<file path="config.mk">
export PLATFORM = sky130hd
export DESIGN_NAME = csr_trap_ctrl
export DESIGN_NICKNAME = d
export VERILOG_FILES = /design/src/rtl/csr_trap_ctrl.sv
export SDC_FILE = /design/constraint.sdc
export NUM_CORES = 1
export LEC_CHECK = 0
export CAP_MARGIN = 20
export CORE_AREA = 10 10 121 101
export DETAILED_ROUTE_END_ITERATION = 7
export DIE_AREA = 0 0 131 111
export GPL_ROUTABILITY_DRIVEN = 0
export PLACE_DENSITY = 0.87
export SLEW_MARGIN = 10
export SYNTH_ARGS = -nofsm -noshare
export SYNTH_HDL_FRONTEND = slang
export SYNTH_SLANG_ARGS = --single-unit
export TNS_END_PERCENT = 10
</file>
<file path="constraint.sdc">
create_clock -name clk_i -period 5.6 [get_ports clk_i]
set_input_delay 0.84 -clock clk_i [delete_from_list [all_inputs] [get_ports clk_i]]
set_output_delay 0.84 -clock clk_i [all_outputs]
set_load 0.01 [all_outputs]
</file>
<file path="src/rtl/csr_trap_ctrl.sv">
// csr_trap_ctrl: trap/return sequencer that owns the machine-mode CSR write port.
// ECALL, EBREAK, MRET and accepted interrupts run a held multi-cycle sequence
// that writes mepc/mcause/mstatus and then issues a one-cycle fetch redirect.
// Outside a sequence, execute-stage CSR writes are forwarded unchanged.
module csr_trap_ctrl #(
    parameter int DATA_WIDTH = 32
) (
    input  logic                  clk_i,
    input  logic                  rst_i,
    input  logic [31:0]           inst_i,
    input  logic [DATA_WIDTH-1:0] inst_addr_i,
    input  logic [7:0]            int_flag_i,
    input  logic                  jump_flag_i,
    input  logic                  ex_csr_we_i,
    input  logic [11:0]           ex_csr_waddr_i,
    input  logic [DATA_WIDTH-1:0] ex_csr_wdata_i,
    input  logic [DATA_WIDTH-1:0] csr_mtvec_i,
    input  logic [DATA_WIDTH-1:0] csr_mepc_i,
    input  logic [DATA_WIDTH-1:0] csr_mstatus_i,
    output logic                  csr_we_o,
    output logic [11:0]           csr_waddr_o,
    output logic [DATA_WIDTH-1:0] csr_wdata_o,
    output logic                  hold_o,
    output logic                  int_assert_o,
    output logic [DATA_WIDTH-1:0] int_addr_o
);

    localparam logic [31:0] INST_ECALL  = 32'h0000_0073;
    localparam logic [31:0] INST_EBREAK = 32'h0010_0073;
    localparam logic [31:0] INST_MRET   = 32'h3020_0073;

    localparam logic [11:0] CSR_MSTATUS = 12'h300;
    localparam logic [11:0] CSR_MEPC    = 12'h341;
    localparam logic [11:0] CSR_MCAUSE  = 12'h342;

    localparam logic [DATA_WIDTH-1:0] CAUSE_ECALL  = DATA_WIDTH'(11);
    localparam logic [DATA_WIDTH-1:0] CAUSE_EBREAK = DATA_WIDTH'(3);
    localparam logic [DATA_WIDTH-1:0] CAUSE_INT    = {1'b1, (DATA_WIDTH-1)'(11)};

    typedef enum logic [2:0] {
        IDLE,
        W_MEPC,
        W_MCAUSE,
        W_MSTATUS,
        JUMP,
        R_MSTATUS,
        R_JUMP
    } state_t;

    state_t                state_q, state_d;
    logic [DATA_WIDTH-1:0] epc_q, epc_d;
    logic [DATA_WIDTH-1:0] cause_q, cause_d;

    logic                  is_ecall, is_ebreak, is_mret, int_req;
    logic                  we_c;
    logic [11:0]           waddr_c;
    logic [DATA_WIDTH-1:0] wdata_c;
    logic                  hold_c, assert_c;
    logic [DATA_WIDTH-1:0] addr_c;
    logic [DATA_WIDTH-1:0] trap_mstatus, ret_mstatus;

    assign is_ecall  = (inst_i == INST_ECALL);
    assign is_ebreak = (inst_i == INST_EBREAK);
    assign is_mret   = (inst_i == INST_MRET);
    // Interrupts wait for a quiet execute slot: no CSR write, no redirect, no trap/return instruction.
    assign int_req   = (int_flag_i != 8'd0) && csr_mstatus_i[3] && !ex_csr_we_i && !jump_flag_i
                       && !is_ecall && !is_ebreak && !is_mret;

    // mstatus images for trap entry (MPIE<=MIE, MIE<=0) and return (MIE<=MPIE, MPIE<=1).
    always_comb begin
        trap_mstatus    = csr_mstatus_i;
        trap_mstatus[7] = csr_mstatus_i[3];
        trap_mstatus[3] = 1'b0;
        ret_mstatus     = csr_mstatus_i;
        ret_mstatus[3]  = csr_mstatus_i[7];
        ret_mstatus[7]  = 1'b1;
    end

    // Next-state, latched trap info and raw port values for the current state.
    always_comb begin
        state_d  = state_q;
        epc_d    = epc_q;
        cause_d  = cause_q;
        we_c     = 1'b0;
        waddr_c  = 12'd0;
        wdata_c  = '0;
        hold_c   = 1'b0;
        assert_c = 1'b0;
        addr_c   = '0;
        case (state_q)
            IDLE: begin
                we_c    = ex_csr_we_i;
                waddr_c = ex_csr_waddr_i;
                wdata_c = ex_csr_wdata_i;
                if (is_ecall || is_ebreak) begin
                    hold_c  = 1'b1;
                    state_d = W_MEPC;
                    epc_d   = inst_addr_i;
                    cause_d = is_ecall ? CAUSE_ECALL : CAUSE_EBREAK;
                end else if (is_mret) begin
                    hold_c  = 1'b1;
                    state_d = R_MSTATUS;
                end else if (int_req) begin
                    hold_c  = 1'b1;
                    state_d = W_MEPC;
                    epc_d   = inst_addr_i;
                    cause_d = CAUSE_INT;
                end
            end
            W_MEPC: begin
                hold_c  = 1'b1;
                we_c    = 1'b1;
                waddr_c = CSR_MEPC;
                wdata_c = epc_q;
                state_d = W_MCAUSE;
            end
            W_MCAUSE: begin
                hold_c  = 1'b1;
                we_c    = 1'b1;
                waddr_c = CSR_MCAUSE;
                wdata_c = cause_q;
                state_d = W_MSTATUS;
            end
            W_MSTATUS: begin
                hold_c  = 1'b1;
                we_c    = 1'b1;
                waddr_c = CSR_MSTATUS;
                wdata_c = trap_mstatus;
                state_d = JUMP;
            end
            JUMP: begin
                hold_c   = 1'b1;
                assert_c = 1'b1;
                addr_c   = csr_mtvec_i;
                state_d  = IDLE;
            end
            R_MSTATUS: begin
                hold_c  = 1'b1;
                we_c    = 1'b1;
                waddr_c = CSR_MSTATUS;
                wdata_c = ret_mstatus;
                state_d = R_JUMP;
            end
            R_JUMP: begin
                hold_c   = 1'b1;
                assert_c = 1'b1;
                addr_c   = csr_mepc_i;
                state_d  = IDLE;
            end
            default: state_d = IDLE;
        endcase
    end

    // Outputs are forced quiet while reset is held, including the forward path.
    always_comb begin
        csr_we_o     = rst_i & we_c;
        csr_waddr_o  = rst_i ? waddr_c : 12'd0;
        csr_wdata_o  = rst_i ? wdata_c : '0;
        hold_o       = rst_i & hold_c;
        int_assert_o = rst_i & assert_c;
        int_addr_o   = rst_i ? addr_c : '0;
    end

    // State and latched trap registers; reset aborts any sequence in flight.
    always_ff @(posedge clk_i) begin
        if (!rst_i) begin
            state_q <= IDLE;
            epc_q   <= '0;
            cause_q <= '0;
        end else begin
            state_q <= state_d;
            epc_q   <= epc_d;
            cause_q <= cause_d;
        end
    end

endmodule

</file>
# --- After elaboration in Yosys (flattened, before gate mapping) ---
# Index checks and enable logic that the tools add are counted.
word_totals:
  reg_bits: 67
  in_bits: 216
op_classes:
  muxes: 23
  n_eq_ne: 11
  bitwise_logic: 3
  n_reduce_logical: 20
op_table:
  columns: ["operator", "count"]
  rows:
  - ["$mux 32", 8]
  - ["$pmux 32 s5", 1]
  - ["$pmux 32 s2", 1]
  - ["$pmux 12 s4", 1]
  - ["$eq 32x21->1 const B", 1]
  - ["$eq 32x30->1 const B", 1]
  - ["$eq 32x7->1 const B", 1]
  - ["$pmux 3 s5", 1]
  - ["$mux 12", 1]
  - ["$eq 3x3->1 const B", 3]
  - ["$mux 3", 3]
  - ["$reduce_bool 8->1", 1]
  - ["$eq 3x2->1 const B", 2]
  - ["$logic_and 1x1->1", 6]
  - ["$reduce_or 6->1", 1]
  - ["$logic_not 1->1", 5]
  - ["$mux 1", 4]
  - ["$mux 4", 1]
  - ["$ne 4x4->1 const B", 1]
  - ["$pmux 1 s2", 2]
  - ["$reduce_or 2->1", 2]
  - ["$reduce_or 4->1", 1]
  - ["$and 1x1->1", 3]
  - ["$eq 3x1->1 const B", 1]
  - ["other kinds (5)", 5]

# --- Depth between registers and ports, before layout ---
# Gate-level depths: netlist of the first run.
logic_depth:
  ltp_word: 12
  mapped_depth: 8
  ltp_nobuf: 5

# --- Worst setup path before layout of the first run ---
# OpenSTA, ideal clock, no wires.
synth_timing:
  path_type: "input-to-output"
  start: "input port inst_i[9]"
  end: "output port hold_o"
  n_path_buf: 0
  t_arrival_ps: 2038
  slack_ps: 2722
  stages: 5
  path_cell_list: "nor4b_1 -> nand3_1 -> o311ai_0 -> nand2_1 -> a31oi_1"
synth_via:
  elab_chain_cells: 10
  word_cells_on_any_way: 15
  cone_classes: "3 x eq/ne; 4 x mux; 1 x bitwise; 7 x reduce/logical"
synth_lines:
  columns: ["item", "line", "source"]
  rows:
  - ["start: declaration", "10", "input logic [31:0] inst_i,"]
  - ["$eq 32x7->1", "62", "assign is_ecall = (inst_i == INST_ECALL);"]
  - ["$logic_not 1->1", "67", "&& !is_ecall && !is_ebreak && !is_mret;"]
  - ["$logic_and 1x1->1 (3 in series)", "67", null]
  - ["$mux 1", "103", "end else if (int_req) begin"]
  - ["$mux 1", "100", "end else if (is_mret) begin"]
  - ["$mux 1 (*)", "95", "if (is_ecall || is_ebreak) begin"]
  - ["$pmux 1 s2 (*)", "90", "case (state_q)"]
  - ["$and 1x1->1 (*)", "159", "hold_o = rst_i & hold_c;"]
  - ["end: declaration", "23", "output logic hold_o,"]
# Mark *: on every way between the ends. The rest lies on a longest branch, timed or not.

# --- Worst setup path after layout of the first run ---
layout_timing:
  start: "input port inst_i[5]"
  end: "output port hold_o"
# Same word-level chain as after synthesis.

==> impl_metrics.toml, run 1 <==
[yosys]
syn_inst = 479
ys.flop_type = "dfxtp_1"
yosysMostFrequentCell = "nand2_1"
synth_area_leader_cell = "dfxtp_1"
synth_edf_count = 0
synthArstFlopShare = 0
synth_seq_area_share = 0.2282
yosys_warnings = 0
ys_ff_latch = 38
synth_commonest_cells = "nand2_1 (100), nor2_1 (68), mux2i_1 (62), a22oi_1 (59)"
yosysUniqueCellTypes = 41
netlist_area_mm2 = 0.003333
syn-num-nets = 695
synth_area_leaders = "dfxtp_1 (23%), mux2i_1 (19%), a22oi_1 (13%)"
syn_area_per_cell_um2 = 6.959
yosysTopAreaCellShare = 0.2282

[floorplan]
pin_count = 295
die_y_um = 111
die_w_um = 131
rows = 33
initial_core_util = 0.3350
dieArea_mm2 = 0.01454
core-area_mm2 = 0.009951

[routing]
drt-vias-per-instance = 5.192
drt_wl_total_um = 17700
drc_errors = 0
wl_per_cell_um = 20.14
num_vias = 4564
drt_first_pass_iters = 5
drt-initial-drc-count = 369
detail-route-antenna-nets = 0

[min_path]
min_path_type = "reg2reg"

[sta]
final.setup.worst_slack_ps = 1239
rsz0062_at_grt = "false"
worst_pin_slew_ps = 1094
max_freq_ghz = 0.2293
timing.final.crit_share = 0.7788
slew_violations = 0
tns_ps = 0
setup_viol = 0
period_needed_ps = 4361
skew_ps = 2.820
hold_violations = 0
relSlewSlack = 0.2692

[clock_tree]
clock-sinks = 38
cts.clk_slew.worst_paths_ps = 60
clk_latency_ps = 280
postCtsSetupBuffers = 0
cts_made_buffers = 5
cts_tree = "done"
cts_hold_buf = 0
cts-root-buf = "clkbuf_16"
htree_levels = 2
clock_path_buffers = 2
cts_resized = 0

[grt]
grt_max_degree = 50
grt_pass1_vias = 4660
grt_pass1_wl_um = 26150
grt-ovfl-total = 0
antenna_found_initial = 0
grtUsageTotal = 0.2247

[cells_and_area]
nets = 954
diodes = 0
fin_util = 0.6516
drive_above_1_share = 0.03518
stdcell_area_mm2 = 0.006484
syn_to_final_growth_pct = 94.52
nFillCells = 844

[critical_path]
worstPathMaxFanout = 3
worstSetupPathType = "in2out"
required_ps = 4760
arrival_ps = 3520
start_kind = "primary input"
worstSetupEndpointType = "primary output"

[pwr]
power.share.combinational = 0.385
power_w = 0.001132
seq_power_share = 0.283
p_leak_nw = 2.190
p_int_w = 0.0008160
power.net_switching_w = 0.0003159
power.share.switching = 0.2791
powerDensity_mw_per_mm2 = 174.6
vdd_drop_max_v = 0.0001344
clkPwrFrac = 0.332

[place]
dp.final_hpwl_um = 14270
pre_cts_ws_ps = 1237
numPortBuffers = 294
dpl-instance-area_mm2 = 0.006255

[outcome]
status = "completed"

[run]
maxCapViolCount = 0
-- cells by family after synthesis --
| family | count (synthesis) | share of synthesized area |
|---|---|---|
| flip-flops | 38 | 0.2282 |
| AND/OR/NAND/NOR | 211 | 0.2759 |
| buffers and inverters | 52 | 0.07583 |
| multiplexers | 62 | 0.1862 |
| AO/OA/AOI/OAI | 116 | 0.2339 |
-- flip-flops by register name, summed over array words and instances, names as in the netlist --
register	cells
epc_q	32
cause_q	3
state_q	3
-- through the flow --
stage               hold slack, ps  cells
detailed placement           449.8    869
floorplan                    431.6    479
CTS                          458.1    877
finish                       457.2    879
global route                 483.4    879
global placement             441.5    869
-- worst max-delay path, stage by stage --
cell	delay (ps)
clkdlybuf4s50_1	470
nor4bb_1	310
nand4_1	210
o311ai_0	710
nand2_1	190
a31oi_1	190
clkdlybuf4s50_1	620
-- cells in the final DEF (no fill, tap or decap), types with 2 or more instances in the layout --
cell type        netlist  final
a21oi_1               11     11
a22oi_1               59     59
a31oi_1                2      2
and2_1                 2      2
and3_1                 7      7
buf_4                  0      5
buf_8                  0      2
bufinv_16              0      2
clkbuf_16              0      5
clkdlybuf4s50_1        0    293
dfxtp_1               38     35
dfxtp_2                0      3
inv_1                  3      3
mux2i_1               62     62
nand2_1              100    100
nand2b_1               4      4
nand3_1                2      2
nand4_1                2      2
nor2_1                68     68
nor2b_1                6      5
nor3_1                 5      4
nor3b_1                2      2
nor4_1                 4      4
nor4bb_1               2      2
o21a_1                 2      2
o21ai_0               31     31
o21bai_1               3      3
-- per-layer routing --
metal  share of wire  up-vias  track usage
met5               0        -            0
li1                -     2204            -
met2            0.49      201       0.3937
met4           0.015        0      0.04811
met1            0.38     2138       0.2497
met3            0.11       21      0.08509
-- power groups by stage --
stage               clock network [W]  registers (W)  logic, W
finish                       0.000376       0.000320  0.000436
global route                 0.000396       0.000323  0.000469
CTS                          0.000385       0.000320  0.000439
detailed placement                  0       0.000325  0.000436
global placement                    0       0.000325  0.000429
floorplan                           0       0.000294  0.000196
-- area by class of cell --
class,count,area (um2),share of cell area
clock inverter,2,60.06,0.009263
timing repair buffer,301,3005,0.4635
multi-input combinational,389,2328,0.3591
inverter,3,11.26,0.001737
tap,140,175.2,0.02702
clock buffer,6,138.9,0.02142
sequential,38,764.5,0.1179
-- path summary, 6_finish.rpt --
| kind | start | end | slack [ps] | cells after the start |
|---|---|---|---|---|
| hold / removal | epc_q[7] | epc_q[7] | 460 | 2 |
| setup / recovery | inst_i[5] | hold_o | 1240 | 7 |
| setup reg to reg | state_q[2] | epc_q[15] | 2210 | 6 |
| hold reg to reg | epc_q[7] | epc_q[7] | 460 | 2 |
(Power assumes the default switching activity.)
==> run 2: changes to the inputs <==
CORE_AREA = 10 10 131 109   (was 10 10 121 101)
DIE_AREA = 0 0 141 119   (was 0 0 131 111)
PLACE_DENSITY = 0.78   (was 0.87)
clock period = 3.6 ns   (was 5.6 ns; I/O delays follow)
==> run 2 against run 1 <==
  * Sequential share of layout area shrank 0.079 points
  * Largest cell class unchanged
  * Total power grew 44%
  * Highest routed layer unchanged
  * Critical path type unchanged
  * Critical path depth grew 1
  * Sequential power grew 46%
  * First-iteration DRC count shrank 17%
  * Clock skew grew 2.2 ps
  * Global-route usage shrank 3.5 points
  * Cell area grew 0.68%
  * Final cell count grew 2.5%
  * Register-to-register slack lost 880 ps
==> impl_metrics.toml, run 2 (synthesis results as in run 1) <==
[outcome]
status = "completed"

[pwr]
powerDensity_mw_per_mm2 = 250.4
p_leak_nw = 2.208
vdd_drop_max_v = 0.0002106

[place]
numPortBuffers = 294
dp.final_hpwl_um = 13880
dpl.cell_count = 891
pre_cts_ws_ps = 36.55
dpl-instance-area_mm2 = 0.006357

[sta]
rsz0062_at_grt = "false"
timing.hold.ws_ps = 454.5
setup_viol = 0
skew_ps = 5.037
timing.final.crit_share = 0.9503
worst_pin_slew_ps = 754.0
period_needed_ps = 3421
max_freq_ghz = 0.2923
hold_violations = 0
final.setup.worst_slack_ps = 179.1
relSlewSlack = 0.4974
slew_violations = 0

[grt]
grtUsageTotal = 0.1899
grt-ovfl-total = 0
grt_pass1_wl_um = 26150
grt_max_degree = 50
grt_pass1_vias = 4716
antenna_found_initial = 2

[cells_and_area]
reg_top3 = "epc_q x32, cause_q x3, state_q x3"
drive_above_1_share = 0.04819
seq_area_um2 = 764.5
nets = 962
regMostFlops = "epc_q"
final_cells = 901
largest_reg_flops = 32
stdcell_area_mm2 = 0.006528
layout_common_cells = "clkdlybuf4s50_1 (293), nand2_1 (100), nor2_1 (68)"
final_common_cell = "clkdlybuf4s50_1"
syn_to_final_growth_pct = 95.83
multi_input_area_mm2 = 0.002342
nFillCells = 1079

[routing]
drc_errors = 0
drt_first_pass_iters = 5
drt_wl_total_um = 17040
detail-route-antenna-nets = 0
wl_per_cell_um = 18.91
drt-initial-drc-count = 306
drt-vias-per-instance = 5.016
num_vias = 4519

[critical_path]
rr_worst_depth = 6
crit_path_end = "hold_o"
reg2reg_from = "state_q[2]"
worstSetupPathType = "in2out"
startpoint = "inst_i[5]"
arrival_ps = 2880
reg2reg_slack_ps = 1330
worstPathMaxFanout = 3
reg2reg_to = "cause_q[3]"
start_kind = "primary input"
worstSetupEndpointType = "primary output"
required_ps = 3060

[floorplan]
die_y_um = 119
core-area_mm2 = 0.01180
rows = 36
dieArea_mm2 = 0.01678
pin_count = 295
initial_core_util = 0.2824
die_w_um = 141

[clock_tree]
clock-sinks = 38
clk_latency_ps = 280
clock_path_buffers = 2
cts.clk_slew.worst_paths_ps = 50
htree_levels = 2
cts_tree = "done"
cts_made_buffers = 5
cts_hold_buf = 0
cts-root-buf = "clkbuf_16"

[run]
maxCapViolCount = 0

[min_path]
min_path_type = "reg2reg"
## run 2: final cells by class
type	instances	area share
repair buffers	309	0.4692
multi-input cells	389	0.3588
flip-flops and latches	38	0.1171
well taps	152	0.02914
clock buffers	6	0.02128
clock inverters	2	0.001917
inverters	3	0.001725
diodes	2	0.0007667
## run 2: report_power, final
part | total, W | internal, W | switching (W) | leakage (nW)
clock network | 0.000445 | 0.000274 | 0.000171 | 0.0729
registers | 0.000466 | 0.000442 | 0.0000235 | 0.310
logic | 0.000724 | 0.000428 | 0.000296 | 1.83
## run 2: metal layers
| metal | share of wire | GRT usage | up-vias |
|---|---|---|---|
| li1 | - | - | 2223 |
| met4 | 0.019 | 0.04961 | 0 |
| met1 | 0.39 | 0.2047 | 2076 |
| met5 | 0 | 0 | - |
| met3 | 0.091 | 0.07188 | 18 |
| met2 | 0.50 | 0.3408 | 202 |
## run 2: through the flow
stage	setup TNS, ps	total power, W	utilization
finish	0	0.001635	0.5531
global route	0	0.001738	0.5531
CTS	0	0.001655	0.5515
detailed placement	0	0.001200	0.5387
global placement	-65.13	0.001193	0.5387
floorplan	0	0.0007637	-
## run 2: how the worst min path moves through the flow
stage,startpoint,to,slack (ps),cells after the start
global route,epc_q[22],epc_q[22],480,2
detailed placement,epc_q[3],epc_q[3],450,2
global placement,epc_q[16],epc_q[16],440,2
floorplan,epc_q[7],epc_q[7],430,2
CTS,epc_q[3],epc_q[3],460,2
finish,epc_q[3],epc_q[3],450,2
## run 2: repair_timing
item,CTS,global route
resized for setup,0,3
endpoints found under the setup margin,0,1
setup buffers,0,0
## run 2: critical path: stages
cell             delay [ps]
clkdlybuf4s50_1         470
nor4bb_1                310
nand4_1                 210
o311ai_2                360
buf_4                   170
nand2_1                  60
a31oi_1                 150
clkdlybuf4s50_1         600
